==> src/rtl/ov7670_capture.sv <==
// OV7670 parallel-bus capture: synchronizes the camera bus into clk, forwards bytes
// in writer-sized chunks (dropping whole chunks when the writer is busy) and checks frame geometry.
module ov7670_capture #(
    parameter int LINE_BYTES  = 1280,
    parameter int FRAME_LINES = 480,
    parameter int CHUNK_BYTES = 1280
) (
    input  logic        clk,
    input  logic        reset,
    input  logic        cam_pclk,
    input  logic        cam_vsync,
    input  logic        cam_href,
    input  logic [7:0]  cam_d,
    input  logic        enable,
    input  logic        sink_ready,
    output logic        pix_valid,
    output logic [7:0]  cam_data,
    output logic        frame_done,
    output logic        chunk_start,
    output logic [9:0]  line_cnt,
    output logic [15:0] drop_cnt,
    output logic        frame_err,
    output logic [1:0]  FSM_state
);

    localparam int CW = (CHUNK_BYTES > 1) ? $clog2(CHUNK_BYTES) : 1;

    typedef enum logic [1:0] {
        IDLE       = 2'd0,
        WAIT_FRAME = 2'd1,
        ACTIVE     = 2'd2,
        UNUSED     = 2'd3
    } state_t;

    function automatic logic [15:0] sat_inc16(input logic [15:0] v);
        return (v == 16'hFFFF) ? v : v + 16'd1;
    endfunction

    function automatic logic [9:0] sat_inc10(input logic [9:0] v);
        return (v == 10'd1023) ? v : v + 10'd1;
    endfunction

    state_t          state_r;
    state_t          next_state_s;
    logic [1:0]      pclk_sync_r;
    logic [1:0]      vsync_sync_r;
    logic [1:0]      href_sync_r;
    logic [1:0][7:0] d_pipe_r;
    logic            pclk_prev_r;
    logic            vsync_prev_r;
    logic            href_prev_r;
    logic [15:0]     line_bytes_r;
    logic [CW-1:0]   chunk_cnt_r;
    logic            chunk_acc_r;
    logic            pix_valid_r;
    logic [7:0]      cam_data_r;
    logic            frame_done_r;
    logic            chunk_start_r;
    logic [9:0]      line_cnt_r;
    logic [15:0]     drop_cnt_r;
    logic            frame_err_r;

    logic            byte_evt_s;
    logic            line_end_s;
    logic            vsync_rise_s;
    logic            vsync_fall_s;
    logic            in_active_s;
    logic            frame_end_s;
    logic            byte_act_s;
    logic            line_end_act_s;
    logic            start_frame_s;
    logic            chunk_first_s;
    logic            fwd_s;
    logic            line_len_bad_s;
    logic [9:0]      line_cnt_next_s;

    // Two-flop synchronizers, matching data delay line and edge-detect history
    always_ff @(posedge clk or posedge reset) begin
        if (reset) begin
            pclk_sync_r  <= 2'b00;
            vsync_sync_r <= 2'b00;
            href_sync_r  <= 2'b00;
            d_pipe_r     <= '0;
            pclk_prev_r  <= 1'b0;
            vsync_prev_r <= 1'b0;
            href_prev_r  <= 1'b0;
        end else begin
            pclk_sync_r  <= {pclk_sync_r[0], cam_pclk};
            vsync_sync_r <= {vsync_sync_r[0], cam_vsync};
            href_sync_r  <= {href_sync_r[0], cam_href};
            d_pipe_r     <= {d_pipe_r[0], cam_d};
            pclk_prev_r  <= pclk_sync_r[1];
            vsync_prev_r <= vsync_sync_r[1];
            href_prev_r  <= href_sync_r[1];
        end
    end

    // Event decode; a frame end in ACTIVE swallows a coincident byte
    always_comb begin
        byte_evt_s      = pclk_sync_r[1] & ~pclk_prev_r & href_sync_r[1];
        line_end_s      = href_prev_r & ~href_sync_r[1];
        vsync_rise_s    = vsync_sync_r[1] & ~vsync_prev_r;
        vsync_fall_s    = vsync_prev_r & ~vsync_sync_r[1];
        in_active_s     = (state_r == ACTIVE);
        frame_end_s     = in_active_s & vsync_rise_s;
        byte_act_s      = in_active_s & byte_evt_s & ~vsync_rise_s;
        line_end_act_s  = in_active_s & line_end_s;
        start_frame_s   = (state_r == WAIT_FRAME) & vsync_fall_s;
        chunk_first_s   = byte_act_s & (chunk_cnt_r == '0);
        fwd_s           = byte_act_s & (chunk_first_s ? sink_ready : chunk_acc_r);
        line_len_bad_s  = line_end_act_s & (line_bytes_r != 16'(LINE_BYTES));
        line_cnt_next_s = line_end_act_s ? sat_inc10(line_cnt_r) : line_cnt_r;
    end

    // State register
    always_ff @(posedge clk or posedge reset) begin
        if (reset) begin
            state_r <= IDLE;
        end else begin
            state_r <= next_state_s;
        end
    end

    // Next-state logic; enable only matters at frame boundaries
    always_comb begin
        next_state_s = state_r;
        case (state_r)
            IDLE: begin
                if (vsync_rise_s && enable) next_state_s = WAIT_FRAME;
                else                        next_state_s = IDLE;
            end
            WAIT_FRAME: begin
                if (vsync_fall_s) next_state_s = ACTIVE;
                else              next_state_s = WAIT_FRAME;
            end
            ACTIVE: begin
                if (vsync_rise_s) next_state_s = enable ? WAIT_FRAME : IDLE;
                else              next_state_s = ACTIVE;
            end
            default: next_state_s = IDLE;
        endcase
    end

    // Chunking, byte/line counters, integrity flag and registered outputs
    always_ff @(posedge clk or posedge reset) begin
        if (reset) begin
            line_bytes_r  <= 16'd0;
            chunk_cnt_r   <= '0;
            chunk_acc_r   <= 1'b0;
            pix_valid_r   <= 1'b0;
            cam_data_r    <= 8'd0;
            frame_done_r  <= 1'b0;
            chunk_start_r <= 1'b0;
            line_cnt_r    <= 10'd0;
            drop_cnt_r    <= 16'd0;
            frame_err_r   <= 1'b0;
        end else begin
            pix_valid_r   <= fwd_s;
            chunk_start_r <= chunk_first_s & sink_ready;
            frame_done_r  <= frame_end_s;
            if (fwd_s) cam_data_r <= d_pipe_r[1];
            if (start_frame_s) begin
                line_bytes_r <= 16'd0;
                chunk_cnt_r  <= '0;
                chunk_acc_r  <= 1'b0;
                line_cnt_r   <= 10'd0;
                frame_err_r  <= 1'b0;
            end else if (in_active_s) begin
                line_cnt_r <= line_cnt_next_s;
                // The frame-length check sees the line count including a coincident line end
                if (line_len_bad_s || (frame_end_s && (line_cnt_next_s != 10'(FRAME_LINES))))
                    frame_err_r <= 1'b1;
                if (line_end_act_s)  line_bytes_r <= 16'd0;
                else if (byte_act_s) line_bytes_r <= sat_inc16(line_bytes_r);
                if (byte_act_s) begin
                    chunk_cnt_r <= (chunk_cnt_r == CW'(CHUNK_BYTES - 1)) ? '0 : chunk_cnt_r + CW'(1);
                    if (chunk_first_s) begin
                        chunk_acc_r <= sink_ready;
                        if (!sink_ready) drop_cnt_r <= sat_inc16(drop_cnt_r);
                    end
                end
            end
        end
    end

    assign pix_valid   = pix_valid_r;
    assign cam_data    = cam_data_r;
    assign frame_done  = frame_done_r;
    assign chunk_start = chunk_start_r;
    assign line_cnt    = line_cnt_r;
    assign drop_cnt    = drop_cnt_r;
    assign frame_err   = frame_err_r;
    assign FSM_state   = state_r;

endmodule

==> config.mk <==
export PLATFORM = sky130hd
export DESIGN_NAME = ov7670_capture
export DESIGN_NICKNAME = d
export VERILOG_FILES = /design/src/rtl/ov7670_capture.sv
export SDC_FILE = /design/constraint.sdc
export NUM_CORES = 1
export LEC_CHECK = 0
export ABC_AREA = 1
export CAP_MARGIN = 20
export CORE_MARGIN = 1
export CORE_UTILIZATION = 60
export CTS_CLUSTER_SIZE = 20
export DETAILED_ROUTE_END_ITERATION = 8
export GPL_TIMING_DRIVEN = 0
export PLACE_DENSITY = 0.85
export RECOVER_POWER = 50
export SYNTH_ARGS = -nofsm -noshare
export SYNTH_HDL_FRONTEND = slang
export SYNTH_SLANG_ARGS = --single-unit
==> constraint.sdc <==
create_clock -name clk -period 6.1 [get_ports clk]
set_input_delay 1.525 -clock clk [delete_from_list [all_inputs] [get_ports clk]]
set_output_delay 1.525 -clock clk [all_outputs]
set_load 0.02 [all_outputs]
==> reports/metrics.yaml, run 1 <==
drt-total-wl_um: 9499
finalCritPeriodShare_pct: 49.80
r2r_cells: 9
drtAntennaViolNets: 0
finish.utilization_pct: 73.59
slowest_stage: "clkdlybuf4s50_1"
cts_num_sinks: 93
clockBufferDepth: 2
regArea_um2: 2327
post-place-ws_ns: 3.018
coreArea_um2: 7253
r2r-end: "line_bytes_r[9]$_DFFE_PP0P_"
grt_pass1_wl_um: 15880
async_reset_ff_share_pct: 100.0
syn-instance-count: 524
fin_ws_ns: 3.062
slew_violations: 35
failed_checks: "max-capacitance violations, max-slew violations"
cp_max_fo: 7
p_per_area_nw_per_um2: 241.7
syn_area_um2: 4481
nNetsFinal: 611
synth_edf_count: 0
relSlewSlack_pct: -7.315
yosys.area.top_type: "dfrtp_1"
cts_setup_buffers: 0
clk_pin_slew_ns: 0.10
tightest_slew_ns: 1.601
worstHoldEndpoint: "vsync_sync_r[1]$_DFF_PP0_"
worstSetupEndpointType: "output pin"
gr-total-overflow: 0
max_freq_mhz: 329.2
clkLatencyLatePin_ns: 0.36
avgSynthCellArea_um2: 8.551
grt_max_degree: 60
synthFlopType: "dfrtp_1"
ys_ff_latch: 93
num_rows: 31
hp-class: "flip-flop to flip-flop"
cts_resized: 0
maxCapViolCount: 1
die_x_um: 88.42
cp_num_buf_inv: 1
period_minus_slack_ns: 3.038
ir_drop_uv: 159.9
cp_slowest_stage_delay_ns: 0.66
yosysUniqueCellTypes: 40
reg2reg_setup_slack_ns: 3.50
rr_startpoint: "FSM_state[0]$_DFF_PP0_"
clock-root-buffer: "clkbuf_8"
numPortBuffers: 54
post_drt_wl_per_cell_um: 13.69
io_pins: 55
cp.arrival_ns: 1.51
critPathLaunchType: "flip-flop"
tns_ns: 0
die_h_um: 88.42
die_area_um2: 7817
whs_path_depth: 0
crit_family: "buffers and inverters"
final_common_cell: "nand2_1"
final_layout_size_suffix_gt1_share_pct: 6.387
path_class: "flip-flop to output pin"
dp_hpwl_um: 6968
finalSetupViolations: 0
start_util_pct: 61.77
place.gp.congestion: 0.9176
ys_top_cells_by_area: "dfrtp_1, nand2_1, inv_1"
fillers: 537
syn_to_final_growth_pct: 19.13
yosysWarningCount: 0
dr.pass1.iters: 5
diodes: 0
grt_util_all_layers_pct: 26.55
postCtsHoldBufs: 0
ys_seq_area_share_pct: 51.94
multi_input_area_um2: 1813
netlist.area_leader.share_pct: 51.94
min_from: "vsync_sync_r[0]$_DFF_PP0_"
crit_chain: "clkdlybuf4s50_1"
cts_tree: "done"
mostFrequentLayoutCells: "nand2_1, dfrtp_1, inv_1"
cts_buffers: 9
htreeDepth: 3
grt_pass1_vias: 3524
rsz0062_at_grt: "false"
vias_per_cell: 5.428
status: "complete, but fails checks"
worstPathRequired_ns: 4.58
skew_ns: 0.01010
syn_nets: 545
finalHoldViolCount: 0
drc: 0
num_vias: 3767
antenna_found_initial: 0
leakage_nw: 2.491
drt-initial-drc-count: 240
[worst max-delay path by stage]
stage                                            end  depth (start not counted)  slack (ns)               startpoint
after detailed placement     drop_cnt[6]$_DFFE_PP0P_                          7        3.02               sink_ready
after floorplan               FSM_state[0]$_DFF_PP0_                          1        2.15                    reset
after global routing      chunk_cnt_r[8]$_DFFE_PP0P_                          3        2.99                    reset
final                                    drop_cnt[3]                          1        3.06  drop_cnt[3]$_DFFE_PP0P_
after global placement    chunk_cnt_r[5]$_DFFE_PP0P_                          2        0.84                    reset
after CTS                                drop_cnt[3]                          1        3.05  drop_cnt[3]$_DFFE_PP0P_
[power breakdown]
| group | internal [W] | leakage, nW | total (W) | switching [W] |
|---|---|---|---|---|
| registers | 0.000655 | 1.20 | 0.000692 | 0.0000363 |
| clock network | 0.000158 | 0.0989 | 0.000390 | 0.000233 |
| logic | 0.0000816 | 1.20 | 0.000208 | 0.000126 |
| total | 0.000895 | 2.49 | 0.00129 | 0.000395 |
[registers in the layout, summed over array words and instances, names as in the netlist, 2 cells and up]
| name | flops |
|---|---|
| FSM_state | 2 |
| href_sync_r | 2 |
| vsync_sync_r | 2 |
| line_bytes_r | 16 |
| line_cnt | 10 |
| chunk_cnt_r | 11 |
| drop_cnt | 16 |
| cam_data | 8 |
| d_pipe_r | 16 |
| pclk_sync_r | 2 |
[synthesized netlist by cell type, types with 3 or more instances]
cell type,n
nand3_1,39
a21oi_1,11
dfrtp_1,93
nand2_2,4
nor2_2,4
a31oi_1,3
nor3_1,18
inv_2,4
nor2_1,50
o21ai_0,17
inv_1,67
nor4_1,7
ha_1,6
nand3b_1,3
nand2_1,121
nand4_1,24
xnor2_1,4
xor2_1,18
[per-layer routing]
layer	vias up	share of wire, %	global-route usage (%)
li1	1847	-	-
met1	1762	44	35.36
met2	142	48	44.13
met3	16	5.8	4.198
met4	0	1.5	9.971
met5	-	0	0
[metrics by stage]
| stage | hold slack, ns | area [um2] | power, W | cells |
|---|---|---|---|---|
| after floorplan | 0.3312 | 4481 | 0.0008278 | 524 |
| after global placement | 0.3326 | 5145 | 0.0009044 | 677 |
| after detailed placement | 0.3379 | 5175 | 0.0009180 | 678 |
| after CTS | 0.3603 | 5366 | 0.001305 | 694 |
| after global routing | 0.3649 | 5338 | 0.001352 | 694 |
| final | 0.3558 | 5338 | 0.001290 | 694 |
[kinds of logic after synthesis]
group / synth area share [%]
buf+inv: 7.177
fa+ha+maj: 1.675
simple gates: 29.29
flops: 51.94
xor+xnor: 4.300
compound gates: 5.613
[layout make-up]
| cell class | instances | share of cell area (%) |
|---|---|---|
| Sequential cell | 93 | 43.60 |
| Multi-Input combinational cell | 352 | 33.97 |
| Timing Repair Buffer | 55 | 10.64 |
| Inverter | 73 | 5.251 |
| Clock buffer | 9 | 2.321 |
| Tap cell | 99 | 2.321 |
| Clock inverter | 7 | 1.266 |
| Buffer | 6 | 0.6329 |
(Power assumes the default switching activity.)
==> run 2, diff against run 1 <==
--- a/config.mk
+++ b/config.mk
@@ -8,11 +8,11 @@
 export ABC_AREA = 1
 export CAP_MARGIN = 20
 export CORE_MARGIN = 1
-export CORE_UTILIZATION = 60
+export CORE_UTILIZATION = 50
 export CTS_CLUSTER_SIZE = 20
 export DETAILED_ROUTE_END_ITERATION = 8
 export GPL_TIMING_DRIVEN = 0
-export PLACE_DENSITY = 0.85
+export PLACE_DENSITY = 0.76
 export RECOVER_POWER = 50
 export SYNTH_ARGS = -nofsm -noshare
 export SYNTH_HDL_FRONTEND = slang
==> constraint.sdc (replaced) <==
create_clock -name clk -period 2.5 [get_ports clk]
set_input_delay 0.625 -clock clk [delete_from_list [all_inputs] [get_ports clk]]
set_output_delay 0.625 -clock clk [all_outputs]
set_load 0.02 [all_outputs]
==> run 2 against run 1 <==
The run still ends with max-capacitance violations, max-slew violations left; count of clock-buffer cells in the layout did not move; sequential share of layout area fell by 0.31 points; sequential power rose by 140%; register-to-register slack got worse by 3.2 ns; clock skew barely moved; cell area rose by 0.73%; clock power rose to 2.6 times the previous value; wire length rose by 1.1%; die area rose by 20%; first-iteration DRC count rose by 11%; critical path depth rose by 9; critical endpoint is now cam_data[1]$_DFFE_PP0P_; largest power group unchanged; highest routed layer unchanged.
==> reports/metrics.yaml, run 2 (synthesis results as in run 1) <==
nNetsFinal: 612
die_x_um: 96.67
p_sw_share_pct: 31.08
max_freq_mhz: 458.9
maxCapViolCount: 1
cts_buffers: 9
place_area_um2: 5200
tns_ns: 0
clockBufferDepth: 2
tightest_slew_ns: 1.593
design_area_um2: 5376
place.gp.congestion: 0.9339
leakage_nw: 2.507
ir_drop_uv: 293.8
switching_power_w: 0.0009918
coreArea_um2: 8678
antenna_found_initial: 0
p_int_w: 0.002200
clkPwrFrac_pct: 31.2
start_util_pct: 51.63
post_drt_wl_per_cell_um: 13.64
status: "complete, but fails checks"
cp.arrival_ns: 2.48
period_minus_slack_ns: 2.179
grt_max_degree: 36
drt-initial-drc-count: 267
cp_max_fo: 9
hold_slack_ns: 0.3602
grt_pass1_vias: 3478
dr.pass1.iters: 6
failed_checks: "max-capacitance violations, max-slew violations"
htreeDepth: 3
dp_hpwl_um: 6962
power.share.combinational_pct: 16.0
cts_num_sinks: 93
drt-total-wl_um: 9603
final_common_cell: "nand2_1"
num_vias: 3768
hp-class: "flip-flop to flip-flop"
gr-total-overflow: 0
cts_resized: 0
finalSetupViolations: 0
clkLatencyLatePin_ns: 0.36
numPortBuffers: 54
skew_ns: 0.009674
mostFrequentLayoutCells: "nand2_1, dfrtp_1, inv_1"
slew_violations: 35
finalHoldViolCount: 0
min_from: "d_pipe_r[4]$_DFF_PP0_"
io_pins: 55
p_per_area_nw_per_um2: 593.6
relSlewSlack_pct: -6.802
diodes: 0
die_h_um: 96.67
rsz0062_at_grt: "false"
grt_util_all_layers_pct: 21.53
worstPathRequired_ns: 2.81
num_rows: 34
startpoint: "FSM_state[1]$_DFF_PP0_"
rr_startpoint: "FSM_state[1]$_DFF_PP0_"
clk_pin_slew_ns: 0.11
seq_power_share_pct: 52.8
syn_to_final_growth_pct: 19.99
drtAntennaViolNets: 0
drc: 0
postCtsHoldBufs: 0
critPathLaunchType: "flip-flop"
finalCritPeriodShare_pct: 87.16
grt_pass1_wl_um: 16410
cts_setup_buffers: 0
worstSetupEndpointType: "flip-flop"
final_layout_size_suffix_gt1_share_pct: 7.215
die_area_um2: 9344
vias_per_cell: 5.352
clock-root-buffer: "clkbuf_8"
cts_tree: "done"
path_class: "flip-flop to flip-flop"
## run 2: power groups by stage
stage | sequential, W | clock, W | combinational [W]
2_1_floorplan | 0.00175 | 0 | 0.000273
3_3_place_gp | 0.00171 | 0 | 0.000498
3_5_place_dp | 0.00171 | 0 | 0.000524
4_1_cts | 0.00169 | 0.00102 | 0.000527
5_1_grt | 0.00170 | 0.00109 | 0.000565
6_report | 0.00169 | 0.000995 | 0.000510
## run 2: worst max-delay path, stage by stage (launching register included)
cell     delay, ns
dfrtp_1       0.46
inv_2         0.06
nor2_1        0.23
nand4_1       0.36
inv_4         0.22
nand2_2       0.12
o21ai_1       0.21
nand2_2       0.20
inv_4         0.15
nand2_1       0.06
nand2_1       0.06
## run 2: per-stage QoR
step / setup slack (ns) / std cells / total power [W] / utilization, %
after floorplan: 0.6446 / 524 / 0.002020 / -
after global placement: -0.1765 / 686 / 0.002209 / 59.46
after detailed placement: 0.3698 / 688 / 0.002239 / 59.92
after CTS: 0.3520 / 704 / 0.003236 / 62.24
after global routing: 0.1151 / 704 / 0.003356 / 61.95
final: 0.3210 / 704 / 0.003191 / 61.95
## run 2: cell type report
class / instances / area (um2)
Multi-Input combinational cell: 352 / 1809
Clock inverter: 7 / 77.57
Tap cell: 108 / 135.1
Buffer: 6 / 42.54
Clock buffer: 9 / 123.9
Inverter: 73 / 280.3
Timing Repair Buffer: 56 / 580.6
Sequential cell: 93 / 2327
Fill cell: 723 / 3302
## run 2: path summary, 6_finish.rpt
kind | endpoint | slack (ns) | cells past startpoint
max | cam_data[1]$_DFFE_PP0P_ | 0.32 | 10
min | d_pipe_r[12]$_DFF_PP0_ | 0.36 | 0
max reg2reg | cam_data[1]$_DFFE_PP0P_ | 0.32 | 10
min reg2reg | d_pipe_r[12]$_DFF_PP0_ | 0.36 | 0
max in group asynchronous | drop_cnt[11]$_DFFE_PP0P_ | 0.42 | 4
min in group asynchronous | line_cnt[8]$_DFFE_PP0P_ | 1.10 | 2
## run 2: metal layers
metal	up-vias	GRT usage [%]	wire, um
met3	8	3.685	427
met2	101	33.53	4488
met5	-	0	0
li1	1839	-	-
met1	1820	30.88	4604
met4	0	6.889	82
==> run 3, diff against run 2 <==
--- a/config.mk
+++ b/config.mk
@@ -5,7 +5,6 @@
 export SDC_FILE = /design/constraint.sdc
 export NUM_CORES = 1
 export LEC_CHECK = 0
-export ABC_AREA = 1
 export CAP_MARGIN = 20
 export CORE_MARGIN = 1
 export CORE_UTILIZATION = 50
==> run 3 against run 2 <==
The flow now finishes without violations; die area shrank 5.2%; power grew 1.3%; maximum frequency shrank 4.0%; largest cell class unchanged.
==> reports/metrics.yaml, run 3 <==
status: "completed"
r2r-end: "cam_data[4]$_DFFE_PP0P_"
worstPathRequired_ns: 2.74
hp-class: "flip-flop to flip-flop"
clock-root-buffer: "clkbuf_8"
start_util_pct: 51.64
finalSetupViolations: 0
mostFrequentLayoutCells: "dfrtp_1, clkdlybuf4s50_1, nand2_1"
drtAntennaViolNets: 0
num_vias: 3194
postCtsHoldBufs: 0
drt-initial-drc-count: 157
min_from: "vsync_sync_r[0]$_DFF_PP0_"
final_common_cell: "dfrtp_1"
r2r_cells: 6
slowest_stage: "dfrtp_1"
cts_setup_buffers: 0
gr-total-overflow: 0
critical_path.endpoint: "cam_data[4]$_DFFE_PP0P_"
clk_pin_slew_ns: 0.09
grt_pass1_wl_um: 14850
ys_ff_latch: 93
clkLatencyLatePin_ns: 0.36
syn_nets: 409
coreArea_um2: 8217
finalCritPeriodShare_pct: 90.83
place.gp.congestion: 0.8862
grt_max_degree: 42
final_cells: 565
ys_top_cells_by_area: "dfrtp_1, xnor2_1, nand3_1"
clockBufferDepth: 2
cts_num_sinks: 93
fin_ws_ns: 0.2292
io_pins: 55
dp_cells: 549
ir_drop_uv: 427.6
rr_startpoint: "FSM_state[0]$_DFF_PP0_"
diodes: 0
tightest_slew_ns: 0.7780
nNetsFinal: 476
maxCapViolCount: 0
syn_to_final_growth_pct: 21.44
dr.pass1.iters: 4
async_reset_ff_share_pct: 100.0
die_area_um2: 8858
post_drt_wl_per_cell_um: 15.08
syn_area_um2: 4243
critical_path_depth: 6
yosys-top-cells-count: "dfrtp_1, nand2_1, nand3_1"
startpoint: "FSM_state[0]$_DFF_PP0_"
critPathLaunchType: "flip-flop"
finalHoldViolCount: 0
die_x_um: 94.12
p_per_area_nw_per_um2: 627.6
antenna_found_initial: 0
drt-total-wl_um: 8523
reg2reg_setup_slack_ns: 0.23
synthFlopType: "dfrtp_1"
fillers: 661
cp_max_fo: 9
leakage_nw: 2.122
crit_family: "simple AND/OR/NAND/NOR gates"
cts_tree: "done"
tns_ns: 0
cts_buffers: 9
cp_num_buf_inv: 1
crit_chain: "and2b_1 > nand3_1 > nor4_2 > o21a_1 > buf_6 > mux2_4"
syn-instance-count: 388
yosysUniqueCellTypes: 53
dp_hpwl_um: 6127
cp.arrival_ns: 2.51
die_h_um: 94.12
grt_util_all_layers_pct: 21.70
numPortBuffers: 54
num_rows: 33
cts_resized: 0
synth.most_common_cell: "dfrtp_1"
drc: 0
path_class: "flip-flop to flip-flop"
htreeDepth: 3
skew_ns: 0.01321
slew_violations: 0
worstSetupEndpointType: "flip-flop"
rsz0062_at_grt: "false"
yosys.area.top_type: "dfrtp_1"
synth_edf_count: 0
relSlewSlack_pct: 47.89
ys_seq_area_share_pct: 54.85
netlist.area_leader.share_pct: 54.85
period_minus_slack_ns: 2.271
yosysWarningCount: 0
max_freq_mhz: 440.4
final_layout_size_suffix_gt1_share_pct: 8.696
avgSynthCellArea_um2: 10.94
cp_slowest_stage_delay_ns: 0.46
grt_pass1_vias: 3207
post-place-ws_ns: 0.08922
vias_per_cell: 5.653
==> run 3: cell count changes after synthesis, sizes merged, moves of 12 or more <==
| cell | change |
|---|---|
| inv | -63 |
| nand2 | -91 |
| nand3 | -12 |
| nor2 | -33 |
| xnor2 | +18 |
| xor2 | -13 |
==> run 3: area by class of cell <==
type / count / area [um2] / area share, %
flip-flops and latches: 93 / 2327 / 45.17
multi-input cells: 274 / 1826 / 35.43
well taps: 105 / 131.4 / 2.550
repair buffers: 56 / 568.0 / 11.02
clock inverters: 7 / 85.08 / 1.651
plain buffers: 11 / 52.55 / 1.020
clock buffers: 9 / 123.9 / 2.404
inverters: 10 / 38.79 / 0.7528
==> run 3: worst min path at each step <==
stage | to | slack (ns) | cells past startpoint
floorplan | d_pipe_r[10]$_DFF_PP0_ | 0.33 | 0
global placement | pclk_sync_r[1]$_DFF_PP0_ | 0.33 | 0
detailed placement | d_pipe_r[12]$_DFF_PP0_ | 0.34 | 0
CTS | d_pipe_r[11]$_DFF_PP0_ | 0.36 | 0
global route | d_pipe_r[12]$_DFF_PP0_ | 0.36 | 0
finish | vsync_sync_r[1]$_DFF_PP0_ | 0.35 | 0
==> run 3: layer usage <==
| layer | up-vias | global-route usage (%) | part of all wire (%) |
|---|---|---|---|
| met4 | 0 | 10.38 | 1.7 |
| met5 | - | 0 | 0 |
| met3 | 11 | 3.964 | 4.4 |
| li1 | 1553 | - | - |
| met2 | 80 | 34.73 | 47 |
| met1 | 1550 | 28.41 | 47 |
==> run 3: stage by stage <==
step / area, um2 / hold slack [ns] / power (W) / utilization (%)
2_1_floorplan: 4247 / 0.3312 / 0.002000 / -
3_3_place_gp: 4918 / 0.3337 / 0.002197 / 59.86
3_5_place_dp: 4959 / 0.3358 / 0.002221 / 60.35
4_1_cts: 5167 / 0.3560 / 0.003272 / 62.89
5_1_grt: 5152 / 0.3589 / 0.003392 / 62.71
6_report: 5152 / 0.3535 / 0.003234 / 62.71
==> run 3: kinds of logic after synthesis <==
family / count (synthesis) / synth area share, %
adders and majority gates: 6 / 1.769
muxes: 14 / 4.306
DFF: 93 / 54.85
xor gates and xnor gates: 27 / 5.573
AOI/OAI and AO/OA: 58 / 8.877
and+or+nand+nor: 169 / 22.50
buffers and inverters: 21 / 2.123
==> run 3: where the power goes <==
group / switching [W] / total [W] / internal (W)
clock network: 0.000565 / 0.00105 / 0.000485
registers: 0.000100 / 0.00169 / 0.00159
logic: 0.000262 / 0.000491 / 0.000229
